File: config.mk
export PLATFORM = sky130hd
export DESIGN_NAME = pipe_hazard_ctrl
export DESIGN_NICKNAME = d
export VERILOG_FILES = /design/src/rtl/pipe_hazard_ctrl.sv
export SDC_FILE = /design/constraint.sdc
export NUM_CORES = 1
export LEC_CHECK = 0
export ABC_AREA = 0
export BUFFER_PORTS_ARGS = -buffer_cell sky130_fd_sc_hd__buf_2
export CORE_AREA = 3 3 53 60
export DETAILED_ROUTE_END_ITERATION = 10
export DIE_AREA = 0 0 56 63
export PLACE_DENSITY = 0.8
export SYNTH_ARGS = -nofsm -noshare
export SYNTH_HDL_FRONTEND = slang
export SYNTH_SLANG_ARGS = --single-unit
File: constraint.sdc
create_clock -name clock -period 2.8 [get_ports clock]
set_input_delay 0.7 -clock clock [delete_from_list [all_inputs] [get_ports clock]]
set_output_delay 0.7 -clock clock [all_outputs]
set_load 0.03 [all_outputs]
File: src/rtl/pipe_hazard_ctrl.sv
// ============================================================================
// Module      : pipe_hazard_ctrl
// Description : Hazard/forwarding controller. It scoreboards the in-flight
//               register writes, picks the forwarding sources and stalls
//               ID/IF for load-use hazards and when the MDU is busy.
//               Defining HAZ_STATS_EN adds the stall_cnt and stats_clr ports.
// Revision    : 1.0 - initial release
// ============================================================================
`default_nettype none

module pipe_hazard_ctrl #(
  parameter  int REG_AW     = 5,
  parameter  int FWD_STAGES = 3,
  parameter  int LOAD_LAT   = 1,
  parameter  int MDU_LAT    = 4,
  localparam int FW         = $clog2(FWD_STAGES + 1)
) (
  input  logic              clock,
  input  logic              reset,
  input  logic              id_valid,
  input  logic [REG_AW-1:0] id_rs,
  input  logic [REG_AW-1:0] id_rt,
  input  logic              id_use_rs,
  input  logic              id_use_rt,
  input  logic              id_wreg,
  input  logic [REG_AW-1:0] id_rn,
  input  logic              id_load,
  input  logic              id_mdu,
  input  logic              flush,
`ifdef HAZ_STATS_EN
  input  logic              stats_clr,
  output logic [31:0]       stall_cnt,
`endif
  output logic              wpcir,
  output logic              id_issue,
  output logic [FW-1:0]     fwda,
  output logic [FW-1:0]     fwdb,
  output logic              mdu_busy
);

  localparam int CW = $clog2(MDU_LAT + 1);

  logic              v_q  [FWD_STAGES];
  logic [REG_AW-1:0] rn_q [FWD_STAGES];
  logic              ld_q [FWD_STAGES];
  logic [CW-1:0]     mdu_cnt_q, mdu_cnt_d;
  logic              avail [FWD_STAGES];
  logic              raw_a, raw_b, mdu_stall, stall;

  always_comb begin
    for (int k = 0; k < FWD_STAGES; k++)
      avail[k] = v_q[k] & (~ld_q[k] | (k >= LOAD_LAT));
  end

  // Walk from the oldest stage to the youngest so that the lowest k wins.
  always_comb begin
    fwda  = '0;
    fwdb  = '0;
    raw_a = 1'b0;
    raw_b = 1'b0;
    for (int k = FWD_STAGES - 1; k >= 0; k--) begin
      if (id_use_rs && (id_rs != '0) && v_q[k] && (rn_q[k] == id_rs)) begin
        fwda  = avail[k] ? FW'(k + 1) : '0;
        raw_a = ~avail[k];
      end
      if (id_use_rt && (id_rt != '0) && v_q[k] && (rn_q[k] == id_rt)) begin
        fwdb  = avail[k] ? FW'(k + 1) : '0;
        raw_b = ~avail[k];
      end
    end
  end

  assign mdu_busy  = (mdu_cnt_q != '0);
  assign mdu_stall = id_valid & id_mdu & mdu_busy;
  assign stall     = id_valid & ~flush & (raw_a | raw_b | mdu_stall);
  assign wpcir     = ~stall;
  assign id_issue  = id_valid & ~flush & ~stall;

  always_comb begin
    mdu_cnt_d = mdu_cnt_q;
    if (id_issue && id_mdu)
      mdu_cnt_d = CW'(MDU_LAT);
    else if (mdu_cnt_q != '0)
      mdu_cnt_d = mdu_cnt_q - CW'(1);
  end

  always_ff @(posedge clock or posedge reset) begin
    if (reset) begin
      mdu_cnt_q <= '0;
      for (int k = 0; k < FWD_STAGES; k++) begin
        v_q[k]  <= 1'b0;
        rn_q[k] <= '0;
        ld_q[k] <= 1'b0;
      end
    end else begin
      mdu_cnt_q <= mdu_cnt_d;
      v_q[0]    <= id_issue & id_wreg & (id_rn != '0);
      rn_q[0]   <= id_rn;
      ld_q[0]   <= id_load;
      for (int k = 1; k < FWD_STAGES; k++) begin
        v_q[k]  <= v_q[k-1];
        rn_q[k] <= rn_q[k-1];
        ld_q[k] <= ld_q[k-1];
      end
    end
  end

`ifdef HAZ_STATS_EN
  logic [31:0] stall_cnt_q, stall_cnt_d;

  always_comb begin
    stall_cnt_d = stall_cnt_q;
    if (stats_clr)
      stall_cnt_d = '0;
    else if (stall && (stall_cnt_q != 32'hFFFF_FFFF))
      stall_cnt_d = stall_cnt_q + 32'd1;
  end

  always_ff @(posedge clock or posedge reset) begin
    if (reset) stall_cnt_q <= '0;
    else       stall_cnt_q <= stall_cnt_d;
  end

  assign stall_cnt = stall_cnt_q;
`endif

endmodule

`default_nettype wire

==> results.sh, run 1 <==
export IMPL_status="finished, final reports clean"
export IMPL_synth_top_area_share_pct=46.7
export IMPL_synth_cells=105
export IMPL_tightestPinTransition_ps=801
export IMPL_cts_root_buffer="clkbuf_4"
export IMPL_drtIter0Drc=24
export IMPL_drive_gt1_share_pct=48.4
export IMPL_synth_edf_count=0
export IMPL_initial_utilization_pct=43.6
export IMPL_busiest_layer="met2"
export IMPL_syn_nets=131
export IMPL_max_cap_violations=0
export IMPL_rsz0062_at_grt="true"
export IMPL_wl_um=2810
export IMPL_reg2reg_to="mdu_cnt_q[2]$_DFFE_PP0P_"
export IMPL_final_fill_count=214
export IMPL_swShare_pct=32.5
export IMPL_arrival_ps=2090
export IMPL_use_met2_pct=26.5
export IMPL_ys_top_cells_by_area="dfrtp_1 (47%), xor2_1 (18%), xnor2_1 (4.5%)"
export IMPL_antenna_found_initial=0
export IMPL_hold_violations=0
export IMPL_p_leak_nw=0.781
export IMPL_power_frac_seq_pct=46.4
export IMPL_yosysTopAreaCell="dfrtp_1"
export IMPL_crit_path_end_kind="output port"
export IMPL_fmax_ghz=0.358
export IMPL_cp_start_kind="primary input"
export IMPL_synth_common_cells="xor2_1 (24), dfrtp_1 (22), nor4_1 (6), xnor2_1 (6), nand4_1 (5)"
export IMPL_portBuffers=30
export IMPL_hp_class="reg2reg"
export IMPL_setup_viol=0
export IMPL_clk_pin_slew_ps=110
export IMPL_place_area_sq_um=1450
export IMPL_switching_power_w=0.000275
export IMPL_ys_ff_latch=22
export IMPL_tns_ps=0
export IMPL_routed_via_density=5.21
export IMPL_max_slew_margin_pct=46.5
export IMPL_die_h_um=63
export IMPL_grt_max_degree=23
export IMPL_hold_buffers=0
export IMPL_place_hpwl_um=2040
export IMPL_pwr_share_comb_pct=33.7
export IMPL_post_route_drc_count=0
export IMPL_gp_congestion=0.889
export IMPL_critPathKind="in2out"
export IMPL_crit_slowest_cell="or4_4"
export IMPL_routedWlPerCell_um=14.9
export IMPL_rr_worst_depth=6
export IMPL_drt_pre_antenna_iters=4
export IMPL_cp_top_family="simple AND/OR/NAND/NOR gates"
export IMPL_postSynthAreaPerCell_sq_um=11.2
export IMPL_finalCritPeriodShare_pct=99.8
export IMPL_power_density_nw_per_um2=499
export IMPL_synth_most_common_cell="xor2_1"
export IMPL_final_nets=182
export IMPL_grt_pass1_vias=1035
export IMPL_finalInstanceArea_sq_um=1690
export IMPL_hold_ws_ps=427
export IMPL_r2r_setup_slack_ps=1130
export IMPL_required_ps=2100
export IMPL_path_cells="buf_6, or4_4, o21a_4, nand4_4, mux2i_2, buf_4"
export IMPL_crit_buf_inv=2
export IMPL_ys_types=27
export IMPL_area_growth_pct=43.7
export IMPL_peakVddDrop_mv=0.317
export IMPL_grt_pass1_wl_um=4610
export IMPL_total_power_w=0.000846
export IMPL_async_reset_ff_share_pct=100
export IMPL_die_area_sq_um=3530
export IMPL_num_vias=979
export IMPL_route_antenna_remaining_nets=0
export IMPL_fin_crit_ps=2790
export IMPL_ys_seq_area_share_pct=46.7
export IMPL_synth_cell_area_sq_um=1180
export IMPL_rows=20
export IMPL_r2r_start="rn_q[11]$_DFF_PP0_"
export IMPL_cts_sinks=22
export IMPL_grt_met1_usage_pct=21.1
export IMPL_numCtsBuffers=3
export IMPL_hold_path_startpoint="avail[1]$_DFF_PP0_"
export IMPL_io_pins=31
export IMPL_diodes=0
export IMPL_p_int_w=0.000570
export IMPL_grt_use_total_pct=16.6
export IMPL_pwr_share_clk_pct=20.0
export IMPL_die_w_um=56
export IMPL_whs_path_depth=0
export IMPL_cts_htree_levels=1
export IMPL_core_area_sq_um=2700
export IMPL_cts_tree="yes"
export IMPL_critPathMaxStageDelay_ps=530
export IMPL_slew_violations=0
export IMPL_clkLatencyLatePin_ps=300
export IMPL_overflow=0
export IMPL_final_core_util_pct=62.7
export IMPL_finalClockSkew_ps=2.02
export IMPL_clockBufferDepth=2
export IMPL_min_to="avail[0]$_DFF_PP0_"
export IMPL_met3_usage_pct=3.10
export IMPL_crit_path_max_fanout=4
export IMPL_yosys_warnings=0
export IMPL_synth_ff_type="dfrtp_1"
## worst register-to-register path: stages (launching register included)
cell and delay, ps:
dfrtp_1 430, xor2_1 190, nor4_2 370, nand4_4 190, a21oi_4 210, buf_4 130, o21ai_1 60
## sequential cells by signal, indices dropped and copies added (netlist names)
name and cells:
rn_q 15, mdu_cnt_q 3, avail 2, ld_q 1, v_q 1
## through the flow
step	cells	worst slack, ps
after floorplan	105	1.22
after global placement	178	-71.6
after detailed placement	178	-109
after CTS	182	2.78
after global routing	188	-68.4
final	188	6.87
## layer usage
| layer | vias to the layer above | share of wire (%) |
|---|---|---|
| met5 | - | 0 |
| met4 | 0 | 2.4 |
| met3 | 8 | 5.9 |
| met2 | 37 | 51 |
| met1 | 469 | 41 |
| li1 | 465 | - |
## cells by family after synthesis
| group | share of synthesized area, % |
|---|---|
| and+or+nand+nor | 19.5 |
| xor gates and xnor gates | 22.3 |
| DFF | 46.7 |
| AOI/OAI and AO/OA | 5.52 |
| buffers and inverters | 1.27 |
| muxes | 2.55 |
| adders and majority gates | 2.12 |
## how the worst max path moves through the flow
stage / startpoint / end / slack, ps / depth (start not counted)
finish: id_rs[0] / fwda[0] / 7 / 6
global route: id_rs[0] / fwda[1] / -70 / 8
CTS: id_rt[3] / fwdb[0] / 3 / 7
detailed placement: id_rt[1] / wpcir / -110 / 7
global placement: id_rt[1] / wpcir / -70 / 7
floorplan: id_rt[1] / wpcir / 1 / 5
## cell type report
type	count	area, sq um	share of cell area [%]
Timing Repair Buffer	46	324	19.1
Tap cell	33	41.3	2.44
Sequential cell	22	551	32.5
Inverter	4	15.0	0.886
Clock buffer	4	36.3	2.14
Multi-Input combinational cell	79	727	42.9
## layout by cell type, fill, tap and decap left out, types with 2 or more instances in the layout
cell type   n
xor2_1     23
dfrtp_1    22
buf_2      19
buf_4      19
xnor2_1     6
nand4_1     5
clkbuf_4    5
buf_6       5
nor2_1      4
nor4_1      3
nand2_1     3
inv_2       2
inv_1       2
nand2b_1    2
or4_4       2
o21a_4      2
nor4_2      2
nand4_4     2
mux2i_2     2
and2b_2     2
nand3_1     2
## power groups by stage
stage	Sequential, W	Clock [W]	Combinational (W)
floorplan	0.000383	0	0.000159
global placement	0.000387	0	0.000216
detailed placement	0.000391	0	0.000229
CTS	0.000387	0.000175	0.000246
global route	0.000397	0.000190	0.000329
finish	0.000392	0.000169	0.000285
## timing repair
action                                  in CTS  in global routing
buffers inserted                             0                  6
gates resized for setup                     21                 16
endpoints found under the hold margin        0                  0
endpoints found under the setup margin       6                  6
pin swaps                                    7                 11
Power figures use the tool's default switching activity.
==> inputs of run 2 (changes only) <==
--- a/config.mk
+++ b/config.mk
@@ -8,9 +8,11 @@
 export ABC_AREA = 0
 export BUFFER_PORTS_ARGS = -buffer_cell sky130_fd_sc_hd__buf_2
 export CORE_AREA = 3 3 53 60
+export CTS_BUF_LIST = sky130_fd_sc_hd__clkbuf_2 sky130_fd_sc_hd__clkbuf_4 sky130_fd_sc_hd__clkbuf_8
 export DETAILED_ROUTE_END_ITERATION = 10
 export DIE_AREA = 0 0 56 63
-export PLACE_DENSITY = 0.8
+export PLACE_DENSITY = 0.73
+export SKIP_LAST_GASP = 1
 export SYNTH_ARGS = -nofsm -noshare
 export SYNTH_HDL_FRONTEND = slang
 export SYNTH_SLANG_ARGS = --single-unit
==> results.sh, run 2 (synthesis gave the netlist of run 1 again) <==
export IMPL_overflow=0
export IMPL_clk_pin_slew_ps=130
export IMPL_io_pins=31
export IMPL_die_area_sq_um=3530
export IMPL_hold_ws_ps=436
export IMPL_routedWlPerCell_um=15.3
export IMPL_p_leak_nw=0.760
export IMPL_crit_path_max_fanout=3
export IMPL_cp_start_kind="primary input"
export IMPL_total_power_w=0.000912
export IMPL_fin_crit_ps=2820
export IMPL_peakVddDrop_mv=0.316
export IMPL_arrival_ps=2120
export IMPL_cts_root_buffer="clkbuf_4"
export IMPL_wl_um=2830
export IMPL_drt_pre_antenna_iters=4
export IMPL_largest_register="rn_q"
export IMPL_hp_class="reg2reg"
export IMPL_gp_congestion=0.900
export IMPL_max_cap_violations=0
export IMPL_finalClockSkew_ps=4.83
export IMPL_final_nets=179
export IMPL_place_hpwl_um=2110
export IMPL_max_slew_margin_pct=45.0
export IMPL_clockBufferDepth=2
export IMPL_status="complete, but fails checks"
export IMPL_tns_ps=-23.8
export IMPL_hold_violations=0
export IMPL_route_antenna_remaining_nets=0
export IMPL_critPathKind="in2out"
export IMPL_setup_viol=2
export IMPL_final_common_cell="xor2_1"
export IMPL_initial_utilization_pct=43.6
export IMPL_grt_use_total_pct=16.6
export IMPL_cts_htree_levels=1
export IMPL_drtIter0Drc=18
export IMPL_violations="setup timing"
export IMPL_numCtsBuffers=3
export IMPL_rows=20
export IMPL_place_area_sq_um=1470
export IMPL_setup_ws_ps=-15.3
export IMPL_crit_path_end_kind="output port"
export IMPL_die_h_um=63
export IMPL_grt_max_degree=23
export IMPL_tightestPinTransition_ps=823
export IMPL_routed_via_density=5.05
export IMPL_diodes=0
export IMPL_grt_pass1_vias=1015
export IMPL_fmax_ghz=0.355
export IMPL_hold_buffers=0
export IMPL_drive_gt1_share_pct=47.4
export IMPL_finalInstanceArea_sq_um=1670
export IMPL_cts_tree="yes"
export IMPL_power_density_nw_per_um2=545
export IMPL_clkLatencyLatePin_ps=320
export IMPL_slew_violations=0
export IMPL_final_cell_mix="xor2_1 (24), dfrtp_1 (22), buf_2 (20)"
export IMPL_antenna_found_initial=0
export IMPL_die_w_um=56
export IMPL_rsz0062_at_grt="true"
export IMPL_finalCritPeriodShare_pct=101
export IMPL_grt_pass1_wl_um=4730
export IMPL_core_area_sq_um=2700
export IMPL_portBuffers=30
export IMPL_area_growth_pct=41.9
export IMPL_largest_reg_flops=15
export IMPL_final_cells=185
export IMPL_dpl_cell_count=180
export IMPL_cts_sinks=22
export IMPL_post_route_drc_count=0
export IMPL_num_vias=935
export IMPL_required_ps=2100
-- run 2: final cells by class --
type | count | area (sq um)
fillers | 206 | 1030
multi-input cells | 79 | 711
flip-flops and latches | 22 | 551
repair buffers | 43 | 303
well taps | 33 | 41.3
clock inverters | 1 | 30.0
clock buffers | 3 | 22.5
inverters | 4 | 15.0
-- run 2: stage by stage --
step | util (%) | setup WS (ps)
2_1_floorplan | - | 1.22
3_3_place_gp | 54.3 | -52.1
3_5_place_dp | 54.3 | -59.9
4_1_cts | 59.0 | -14.1
5_1_grt | 61.9 | -54.8
6_report | 61.9 | -15.3
-- run 2: critical path: stages --
cell	delay, ps
buf_6	100
buf_4	140
xor2_1	160
nor4_1	460
nand4_1	210
nand2b_1	130
mux2i_2	70
buf_6	140
-- run 2: what timing repair did --
action,CTS,global route
setup endpoints to repair,6,6
buffers inserted,0,1
pin swaps,6,7
gates resized for setup,17,18
-- run 2: path summary, 6_finish.rpt --
kind / slack [ps] / to / cells after the start / start
worst max-delay path: -20 / fwda[0] / 8 / id_rs[2]
worst min-delay path: 440 / avail[0]$_DFF_PP0_ / 0 / avail[1]$_DFF_PP0_
worst max register to register: 1060 / mdu_cnt_q[0]$_DFFE_PP0P_ / 7 / rn_q[12]$_DFF_PP0_
worst min register to register: 440 / avail[0]$_DFF_PP0_ / 0 / avail[1]$_DFF_PP0_
max in group asynchronous: 1780 / mdu_cnt_q[0]$_DFFE_PP0P_ / 2 / reset
min in group asynchronous: 510 / rn_q[5]$_DFF_PP0_ / 2 / reset
-- run 2: per-layer routing --
| layer | global-route usage [%] | up-vias | wire (um) |
|---|---|---|---|
| li1 | - | 456 | - |
| met1 | 22.8 | 445 | 1250 |
| met2 | 26.0 | 27 | 1370 |
| met3 | 3.72 | 7 | 150 |
| met4 | 5.34 | 0 | 55 |
| met5 | 0 | - | 0 |
-- run 2: report_power, final --
group | leakage (nW) | internal [W] | switching, W
Sequential | 0.263 | 0.000356 | 0.0000351
Combinational | 0.469 | 0.000122 | 0.000146
Clock | 0.0279 | 0.000145 | 0.000109
Total | 0.760 | 0.000623 | 0.000290
==> inputs of run 3 (changes only) <==
--- a/config.mk
+++ b/config.mk
@@ -7,10 +7,10 @@
 export LEC_CHECK = 0
 export ABC_AREA = 0
 export BUFFER_PORTS_ARGS = -buffer_cell sky130_fd_sc_hd__buf_2
-export CORE_AREA = 3 3 53 60
+export CORE_AREA = 2 2 52 59
 export CTS_BUF_LIST = sky130_fd_sc_hd__clkbuf_2 sky130_fd_sc_hd__clkbuf_4 sky130_fd_sc_hd__clkbuf_8
 export DETAILED_ROUTE_END_ITERATION = 10
-export DIE_AREA = 0 0 56 63
+export DIE_AREA = 0 0 54 61
 export PLACE_DENSITY = 0.73
 export SKIP_LAST_GASP = 1
 export SYNTH_ARGS = -nofsm -noshare
==> results.sh, run 3 (synthesis gave the netlist of run 1 again) <==
export IMPL_cts_sinks=22
export IMPL_max_cap_violations=0
export IMPL_status="finished, final reports clean"
export IMPL_setup_ws_ps=4.39
export IMPL_finalCritPeriodShare_pct=99.8
export IMPL_clkLatencyLatePin_ps=310
export IMPL_gp_congestion=0.808
export IMPL_hold_path_startpoint="avail[1]$_DFF_PP0_"
export IMPL_peakVddDrop_mv=0.277
export IMPL_cts_htree_levels=1
export IMPL_setup_viol=0
export IMPL_route_antenna_remaining_nets=0
export IMPL_initial_utilization_pct=43.6
export IMPL_final_common_cell="xor2_1"
export IMPL_finalClockSkew_ps=1.80
export IMPL_grt_use_total_pct=20.1
export IMPL_crit_path_max_fanout=4
export IMPL_hold_violations=0
export IMPL_diodes=0
export IMPL_final_fill_count=237
export IMPL_final_nets=181
export IMPL_hold_buffers=0
export IMPL_routed_via_density=5.18
export IMPL_r2r_setup_slack_ps=1050
export IMPL_required_ps=2100
export IMPL_final_cell_mix="xor2_1 (23), dfrtp_1 (22), buf_4 (21)"
export IMPL_critPathKind="in2out"
export IMPL_die_h_um=61
export IMPL_cts_tree="yes"
export IMPL_overflow=0
export IMPL_wl_um=2900
export IMPL_r2r_start="rn_q[11]$_DFF_PP0_"
export IMPL_core_area_sq_um=2700
export IMPL_antenna_found_initial=0
export IMPL_crit_path_end_kind="output port"
export IMPL_drt_pre_antenna_iters=6
export IMPL_rsz0062_at_grt="true"
export IMPL_max_slew_margin_pct=45.8
export IMPL_p_leak_nw=0.765
export IMPL_cts_root_buffer="clkbuf_4"
export IMPL_cp_start_kind="primary input"
export IMPL_num_vias=968
export IMPL_cp_common_cell="buf_6"
export IMPL_path_cells="buf_6, or4_4, o21a_4, nand4_4, mux2i_2, buf_6"
export IMPL_total_power_w=0.000871
export IMPL_area_growth_pct=43.1
export IMPL_post_route_drc_count=0
export IMPL_hp_class="reg2reg"
export IMPL_drive_gt1_share_pct=47.4
export IMPL_io_pins=31
export IMPL_cp_startpoint="id_rt[3]"
export IMPL_clockBufferDepth=2
export IMPL_reg2reg_to="v_q[2]$_DFF_PP0_"
export IMPL_tightestPinTransition_ps=813
export IMPL_clk_pin_slew_ps=120
export IMPL_pre_cts_ws_ps=-112
export IMPL_critPathMaxStageDelay_ps=540
export IMPL_drtIter0Drc=22
export IMPL_grt_max_degree=23
export IMPL_crit_slowest_cell="or4_4"
export IMPL_routedWlPerCell_um=15.5
export IMPL_place_hpwl_um=2180
export IMPL_rr_worst_depth=7
export IMPL_grt_pass1_vias=997
export IMPL_rows=20
export IMPL_fmax_ghz=0.358
export IMPL_power_density_nw_per_um2=516
export IMPL_die_w_um=54
export IMPL_slew_violations=0
export IMPL_largest_reg_flops=15
export IMPL_grt_pass1_wl_um=4510
export IMPL_portBuffers=30
export IMPL_die_area_sq_um=3290
export IMPL_numCtsBuffers=3
export IMPL_largest_register="rn_q"
export IMPL_fin_crit_ps=2800
export IMPL_arrival_ps=2100
export IMPL_critPathCapture="fwdb[0]"
## run 3: worst min-delay path by stage
stage	to	slack (ps)	depth (start not counted)
after floorplan	avail[0]$_DFF_PP0_	370	0
after global placement	avail[0]$_DFF_PP0_	400	0
after detailed placement	avail[0]$_DFF_PP0_	410	0
after CTS	avail[0]$_DFF_PP0_	440	0
after global routing	avail[0]$_DFF_PP0_	450	0
final	avail[0]$_DFF_PP0_	440	0
## run 3: per-stage QoR
step | instance area (sq um) | hold slack (ps) | instances | TNS [ps] | util [%]
after global routing | 1690 | 447 | 187 | -136 | 62.4
after global placement | 1460 | 399 | 179 | -360 | 54.0
after floorplan | 1190 | 373 | 105 | 0 | -
final | 1690 | 439 | 187 | 0 | 62.4
after detailed placement | 1460 | 415 | 179 | -445 | 54.0
after CTS | 1590 | 444 | 183 | -23.0 | 59.0
## run 3: final cells by class
type                       instances  area, sq um  share of cell area [%]
timing repair buffer              45          309                    18.3
inverter                           4         15.0                   0.890
multi-input combinational         79          734                    43.5
clock buffer                       4         36.3                    2.15
sequential                        22          551                    32.6
tap                               33         41.3                    2.45
## run 3: critical path: cells and delay by family
family | cells | cell delay [ps]
AND/OR/NAND/NOR | 2 | 680
multiplexers | 1 | 230
buffers and inverters | 2 | 250
AO/OA/AOI/OAI | 1 | 230
## run 3: layer usage
layer / GRT usage, % / vias up / routed length (um)
met1: 24.3 / 463 / 1190
met3: 2.46 / 8 / 142
met5: 0 / - / 0
met4: 13.6 / 0 / 95
li1: - / 461 / -
met2: 33.1 / 36 / 1470
## run 3: repair_timing
item / CTS / global route
setup endpoints to repair: 6 / 6
gates resized for setup: 19 / 16
buffers inserted: 0 / 4
pin swaps: 8 / 9
## run 3: where the power goes
group	leakage [nW]	internal, W	total, W	switching [W]
combinational	0.481	0.000145	0.000298	0.000154
sequential	0.263	0.000356	0.000394	0.0000382
clock	0.0210	0.0000795	0.000178	0.0000990
